`config.mk`:
```
export PLATFORM = sky130hd
export DESIGN_NAME = writeback_regfile
export DESIGN_NICKNAME = d
export VERILOG_FILES = /design/src/rtl/writeback_regfile.sv
export SDC_FILE = /design/constraint.sdc
export NUM_CORES = 2
export LEC_CHECK = 0
export CAP_MARGIN = 40
export CORE_ASPECT_RATIO = 1.1
export CORE_MARGIN = 8
export CORE_UTILIZATION = 25
export CTS_BUF_LIST = sky130_fd_sc_hd__clkbuf_8
export CTS_CLUSTER_DIAMETER = 150
export DETAILED_ROUTE_END_ITERATION = 16
export DONT_BUFFER_PORTS = 1
export PLACE_DENSITY = 0.46
export REMOVE_ABC_BUFFERS = 1
export SYNTH_ARGS = -nofsm -noshare
export SYNTH_HDL_FRONTEND = slang
export SYNTH_SLANG_ARGS = --single-unit
```
`constraint.sdc`:
```
create_clock -name clock -period 4 [get_ports clock]
set_clock_uncertainty 0.1 [all_clocks]
set_input_delay 0.8 -clock clock [delete_from_list [all_inputs] [get_ports clock]]
set_output_delay 0.8 -clock clock [all_outputs]
set_load 0.005 [all_outputs]
```
`src/rtl/writeback_regfile.sv`:
```
// Y86-64 write-back stage and architectural register file.
// Ports:
//   clock/reset_n        - rising-edge clock, async active-low reset
//   W_stat, W_in_code    - W-stage status and icode
//   W_dst_e/W_val_e      - ALU result write port (15 = none)
//   W_dst_m/W_val_m      - memory result write port (15 = none)
//   d_src_a/d_src_b      - decode read indices
//   d_rval_a/d_rval_b    - read data, 0 for index 15 or out of range
//   prog_stat, halted    - sticky architectural status, HALTED flag
//   retired              - retired-instruction counter
module writeback_regfile #(
    parameter int NREGS = 15,
    parameter int WIDTH = 64
) (
    input  logic             clock,
    input  logic             reset_n,
    input  logic [1:0]       W_stat,
    input  logic [3:0]       W_in_code,
    input  logic [3:0]       W_dst_e,
    input  logic [WIDTH-1:0] W_val_e,
    input  logic [3:0]       W_dst_m,
    input  logic [WIDTH-1:0] W_val_m,
    input  logic [3:0]       d_src_a,
    input  logic [3:0]       d_src_b,
    output logic [WIDTH-1:0] d_rval_a,
    output logic [WIDTH-1:0] d_rval_b,
    output logic [1:0]       prog_stat,
    output logic             halted,
    output logic [31:0]      retired
);

    localparam logic [1:0] STAT_AOK = 2'd0;
    localparam logic [3:0] RNONE    = 4'hF;
    localparam logic [3:0] I_NOP    = 4'h1;

    typedef enum logic {
        RUN    = 1'b0,
        HALTED = 1'b1
    } state_t;

    state_t           state;
    logic [WIDTH-1:0] regs [NREGS];
    logic [31:0]      retired_q;
    logic [1:0]       stat_q;
    logic             halted_q;

    logic run_ok;
    logic we_e;
    logic we_m;
    logic count;

    // Only an AOK instruction in RUN may touch architectural state.
    assign run_ok = (state == RUN) && (W_stat == STAT_AOK);

    assign we_e = run_ok && (W_dst_e != RNONE)
               && (32'(W_dst_e) < NREGS);
    assign we_m = run_ok && (W_dst_m != RNONE)
               && (32'(W_dst_m) < NREGS);

    assign count = run_ok && (W_in_code != I_NOP);

    always_ff @(posedge clock or negedge reset_n) begin
        if (!reset_n) begin
            state     <= RUN;
            stat_q    <= STAT_AOK;
            halted_q  <= 1'b0;
            retired_q <= '0;
            for (int i = 0; i < NREGS; i++) begin
                regs[i] <= '0;
            end
        end else begin
            unique case (state)
                RUN: begin
                    if (W_stat != STAT_AOK) begin
                        state    <= HALTED;
                        stat_q   <= W_stat;
                        halted_q <= 1'b1;
                    end
                end
                HALTED: begin
                    state <= HALTED;
                end
                default: begin
                    state <= RUN;
                end
            endcase

            if (count) begin
                retired_q <= retired_q + 32'd1;
            end

            // Port M is assigned last so it wins a collision
            // (popq %rsp leaves the popped value in %rsp).
            if (we_e) begin
                regs[W_dst_e] <= W_val_e;
            end
            if (we_m) begin
                regs[W_dst_m] <= W_val_m;
            end
        end
    end

    // No bypass: decode forwards from W itself.
    always_comb begin
        d_rval_a = '0;
        if (32'(d_src_a) < NREGS) begin
            d_rval_a = regs[d_src_a];
        end
    end

    always_comb begin
        d_rval_b = '0;
        if (32'(d_src_b) < NREGS) begin
            d_rval_b = regs[d_src_b];
        end
    end

    assign prog_stat = stat_q;
    assign halted    = halted_q;
    assign retired   = retired_q;

endmodule
```
* Word-level counts from Yosys, hierarchy flattened
Cells that the tools add are included.
** Word-level totals
- Register bits after elaboration :: 996
- Output and inout bits :: 163
- Logic and storage cells :: 67
** Operators by class
- Add/subtract/negate cells :: 1
- Magnitude comparators :: 10
- Equal/unequal tests :: 3
- Muxes and demuxes :: 18
- Bitwise operators :: 5
- Reductions and logical operators :: 11
** Operators by type and width (number)
- bitwise mux 960 bit :: 2
- two-way mux 960 bit :: 2
- binary-select mux 64 bit (select 4 bit) :: 2
- demux 64 bit (select 4 bit) :: 2
- two-way mux 64 bit :: 8
- adder 32 x 1 -> 32 bit, second input constant :: 1
- greater-or-equal comparator 5 bit, second input constant :: 4
- NOT 4 -> 5 bit :: 4
- < comparator 4 bit, second input constant :: 4
- < comparator 5 x 1 -> 1 bit, second input constant :: 2
- logical AND 1 bit :: 8
- != test 4 bit, second input constant :: 2
- != test 4 x 1 -> 1 bit, second input constant :: 1
- logical NOT 2 bit :: 1
- case mux 1 bit (2 select lines) :: 1
- AND reduction 2 bit :: 1
- nonzero test 2 bit :: 1
- two-way mux 1 bit :: 1
- NOT 1 bit :: 1

* Logic depth before layout (Yosys ltp)
- Depth after elaboration :: 9
- Mapped depth :: 8
- Gate-level depth less buffers :: 5

* Worst setup path before layout
No wires, ideal clock.
- Path kind :: input to output
- From :: input port d_src_a[0]
- To :: output port d_rval_a[15]
- Arrival :: 2543 ps
- Required time :: 3100 ps
- Slack :: 557 ps
- Cell stages on the path :: 6
- Path buffers :: 3
- Cell sequence :: clkbuf_1 -> buf_2 -> buf_1 -> mux4_2 -> a211oi_1 -> a21oi_1
** Between the ends
- Word-level cells in the longest chain between the ends :: 5
** RTL lines
- start: declaration :: line 23 : input logic [3:0] d_src_a,
- NOT 4 -> 5 bit (not written as such) :: line 107 : d_rval_a = regs[d_src_a];
- binary-select mux 64 bit (select 4 bit) :: line 107
- two-way mux 64 bit (not written as such) (2 in a row) :: line 107
- two-way mux 64 bit (*) :: line 106 : if (32'(d_src_a) < NREGS) begin
- end: declaration :: line 25 : output logic [WIDTH-1:0] d_rval_a,
Mark *: on every way between the ends. The rest lies on a longest branch, timed or not. The select of a mux whose other input is x is not followed.

* Worst setup path in the final report
- From :: input port d_src_b[1]
- To :: output port d_rval_b[19]
** Between the ends
- Word-level cells in the longest chain between the ends :: 5
** RTL lines
- start: declaration :: line 24 : input logic [3:0] d_src_b,
- NOT 4 -> 5 bit (not written as such) :: line 114 : d_rval_b = regs[d_src_b];
- binary-select mux 64 bit (select 4 bit) :: line 114
- two-way mux 64 bit (not written as such) (2 in a row) :: line 114
- two-way mux 64 bit (*) :: line 113 : if (32'(d_src_b) < NREGS) begin
- end: declaration :: line 26 : output logic [WIDTH-1:0] d_rval_b,
Marks and branches as above.

==> impl_metrics.csv <==
group,metric,value,unit
status,status,"finished, violations left",
status,violations,"negative setup slack",
setup_path,critPathMaxFanout,321,
sta,finalHoldWorstSlack,191,ps
setup_path,r2r_slack,550,ps
min_path,worstHoldStart,"W_dst_e[3]",
detailed_routing,avgRoutedWirePerCell,28.2,um
clock_network,clock_latency,920,ps
floorplanning,initial_utilization,25.0,%
cells_and_area,final_common_cell,"nand2_1",
clock_network,tritoncts,"built",
logic_synthesis,synth-seq-cells,996,
logic_synthesis,netlist_area,0.0601,mm2
logic_synthesis,seq_area_frac_synth,41.5,%
detailed_routing,drt_iter0_markers,6435,
setup_path,cp.arrival,3270,ps
setup_path,crit_type,"primary input to output port",
floorplanning,die_y,530,um
power,power.density,336,mW/mm2
sta,finalSetupTns,-1330,ps
global_route,grt_pass1_wl,409,mm
sta,rsz0062_at_grt,"false",
placement,dp_hpwl,150,mm
cells_and_area,final_cell_mix,"nand2_1 (1896), dfrtp_1 (996), nor2_1 (969)",
setup_path,rr_worst_depth,6,
sta,clock.fmax,240,MHz
cells_and_area,area_growth,15.9,%
sta,hold_viol,0,
sta,setup_slack,-172,ps
placement,place_congestion,0.775,
logic_synthesis,synth_cell_type_count,47,
floorplanning,floorplan.rows,189,
floorplanning,die_area,0.256,mm2
logic_synthesis,syn_inst,7028,
power,leakage,29.0,nW
floorplanning,design.core.area,0.240,mm2
clock_network,ctsLongestPathBuffers,4,
setup_path,startpoint_type,"primary input",
logic_synthesis,ys_warn_count,0,
min_path,worst_hold_path.endpoint,"regs[590]",
setup_path,cp_cell_sequence,"and3b_4, buf_12, a221oi_1, a21oi_1, buf_4",
setup_path,slowest_delay,810,ps
placement,port_buffers,0,
global_route,antenna_found_initial,29,
clock_network,post_cts_resize_count,0,
clock_network,clk_pin_slew,70,ps
power,totalPowerFinal,23.4,mW
sta,final_max_slew_viol_count,0,
min_path,hold_class,"primary input to register",
clock_network,cts.sinks,996,
cells_and_area,stdcell_area,0.0697,mm2
min_path,worst_hold_path.num_cells,4,
sta,fin_crit_sh,104,%
floorplanning,die_w,484,um
setup_path,required,3100,ps
global_route,gr-usage-all-layers,21.3,%
setup_path,reg2reg_from,"state",
sta,period_needed,4170,ps
setup_path,slowest_stage,"and3b_4",
sta,worst_pin_slew,1430,ps
detailed_routing,detailedRoute.firstPassIterationCount,7,
global_route,grt_max_degree,322,
sta,setup_viol_count_final,23,
cells_and_area,nets,6990,
detailed_routing,postRouteAntennaNets,0,
floorplanning,ios,315,
setup_path,worstSetupEndpointType,"output port",
job,maxCapViolations,0,
detailed_routing,vias,56660,
global_route,first_global_vias,55708,
clock_network,root_buffer,"clkbuf_8",
cells_and_area,layout-drive-gt1-share,12.8,%
clock_network,cts_buffers,200,
power,irDropWorstVdd,0.236,mV
detailed_routing,routed_via_density,5.58,
detailed_routing,finalWirelength,287,mm
detailed_routing,drc,0,
sta,slew_headroom,4.74,%
placement,placed_area,0.0635,mm2
logic_synthesis,synth_area_per_cell,8.55,um2
setup_path,r2r-end,"regs[371]",
clock_network,htreeDepth,4,
global_route,grt.overflow.total,0,
-- state kept, by name, indices dropped and copies added (netlist names) --
signal     cells
halted         1
prog_stat      2
regs         960
retired       32
state          1
-- cell usage after synthesis (all sizes together) --
cell type  number  area share, %
buf           139            1.1
nand2        1904             12
and3b           4          0.058
or2             1          0.010
mux2i         275            4.6
mux2          129            2.4
nand3          26           0.22
xor2            8           0.12
nor4b           3          0.069
nor2          973            6.1
mux4          256            9.6
nand2b          9          0.094
o21bai          1          0.012
and2            2          0.021
nand4b          1          0.015
ha              1          0.021
nor3b           2          0.025
xnor2          23           0.34
nor4            6          0.087
a31oi         941            9.8
dfrtp         996             41
nand4          17           0.18
a211oi        128            1.6
a21oi         147            1.2
or4             3          0.044
o22ai         128            1.3
inv             5          0.031
and3            6          0.062
nor2b         130            1.4
and4            3          0.044
or4b            4          0.067
clkbuf        608            3.8
or3             3          0.031
a221oi        128            1.9
nor3           18           0.38
-- timing repair --
item | in CTS | in global routing
endpoints found under the hold margin | 1110 | 0
hold buffers | 197 | 0
buffers inserted | 0 | 0
setup endpoints to repair | 0 | 113
-- layer usage --
| metal | global-route usage (%) | vias to the layer above | routed length (um) |
|---|---|---|---|
| met5 | 0 | - | 172 |
| met4 | 7.94 | 20 | 11500 |
| met3 | 4.85 | 691 | 26200 |
| met2 | 34.3 | 2973 | 131000 |
| met1 | 27.9 | 28468 | 118000 |
| li1 | - | 24508 | - |
-- layout make-up --
type / count / area [um2]
Sequential cell: 996 / 24900
Multi-Input combinational cell: 5280 / 32600
Inverter: 5 / 18.8
Timing Repair Buffer: 354 / 4080
Clock buffer: 262 / 3610
Clock inverter: 93 / 464
Antenna cell: 11 / 27.5
Fill cell: 24797 / 170000
Tap cell: 3151 / 3940
-- cell families after synthesis --
family	Yosys count	synth area share, %
and+or+nand+nor	3115	20.7
AOI/OAI and AO/OA	1473	15.8
DFF	996	41.5
buffers and inverters	752	4.92
muxes	660	16.6
xor gates and xnor gates	31	0.452
adders and majority gates	1	0.0208
-- stage by stage --
step	worst slack, ps	util [%]	instances
finish	-172	29.0	10152
global route	248	29.0	10148
CTS	240	29.0	10139
detailed placement	410	26.5	9587
global placement	431	26.5	9586
floorplan	-1110	-	6281
-- how the worst max path moves through the flow --
stage	start	to	cells past startpoint
2_1_floorplan	W_stat[1]	regs[511]	3
3_3_place_gp	d_src_a[0]	d_rval_a[32]	5
3_5_place_dp	d_src_b[1]	d_rval_b[29]	5
4_1_cts	reset_n	regs[211]	4
5_1_grt	regs[781]	d_rval_a[13]	5
6_report	d_src_b[1]	d_rval_b[19]	5
-- critical path: cells and delay by family --
family                 cells  cell delay, ps
AOI/OAI and AO/OA          2             540
buffers and inverters      2             450
and+or+nand+nor            1             810
-- report_power, final --
group	internal (mW)	switching (mW)	total [mW]
Clock	5.96	5.12	11.1
Combinational	0.738	1.15	1.89
Sequential	10.3	0.173	10.5
Total	17.0	6.44	23.4
Note: power is estimated with default switching activity, not from simulation.
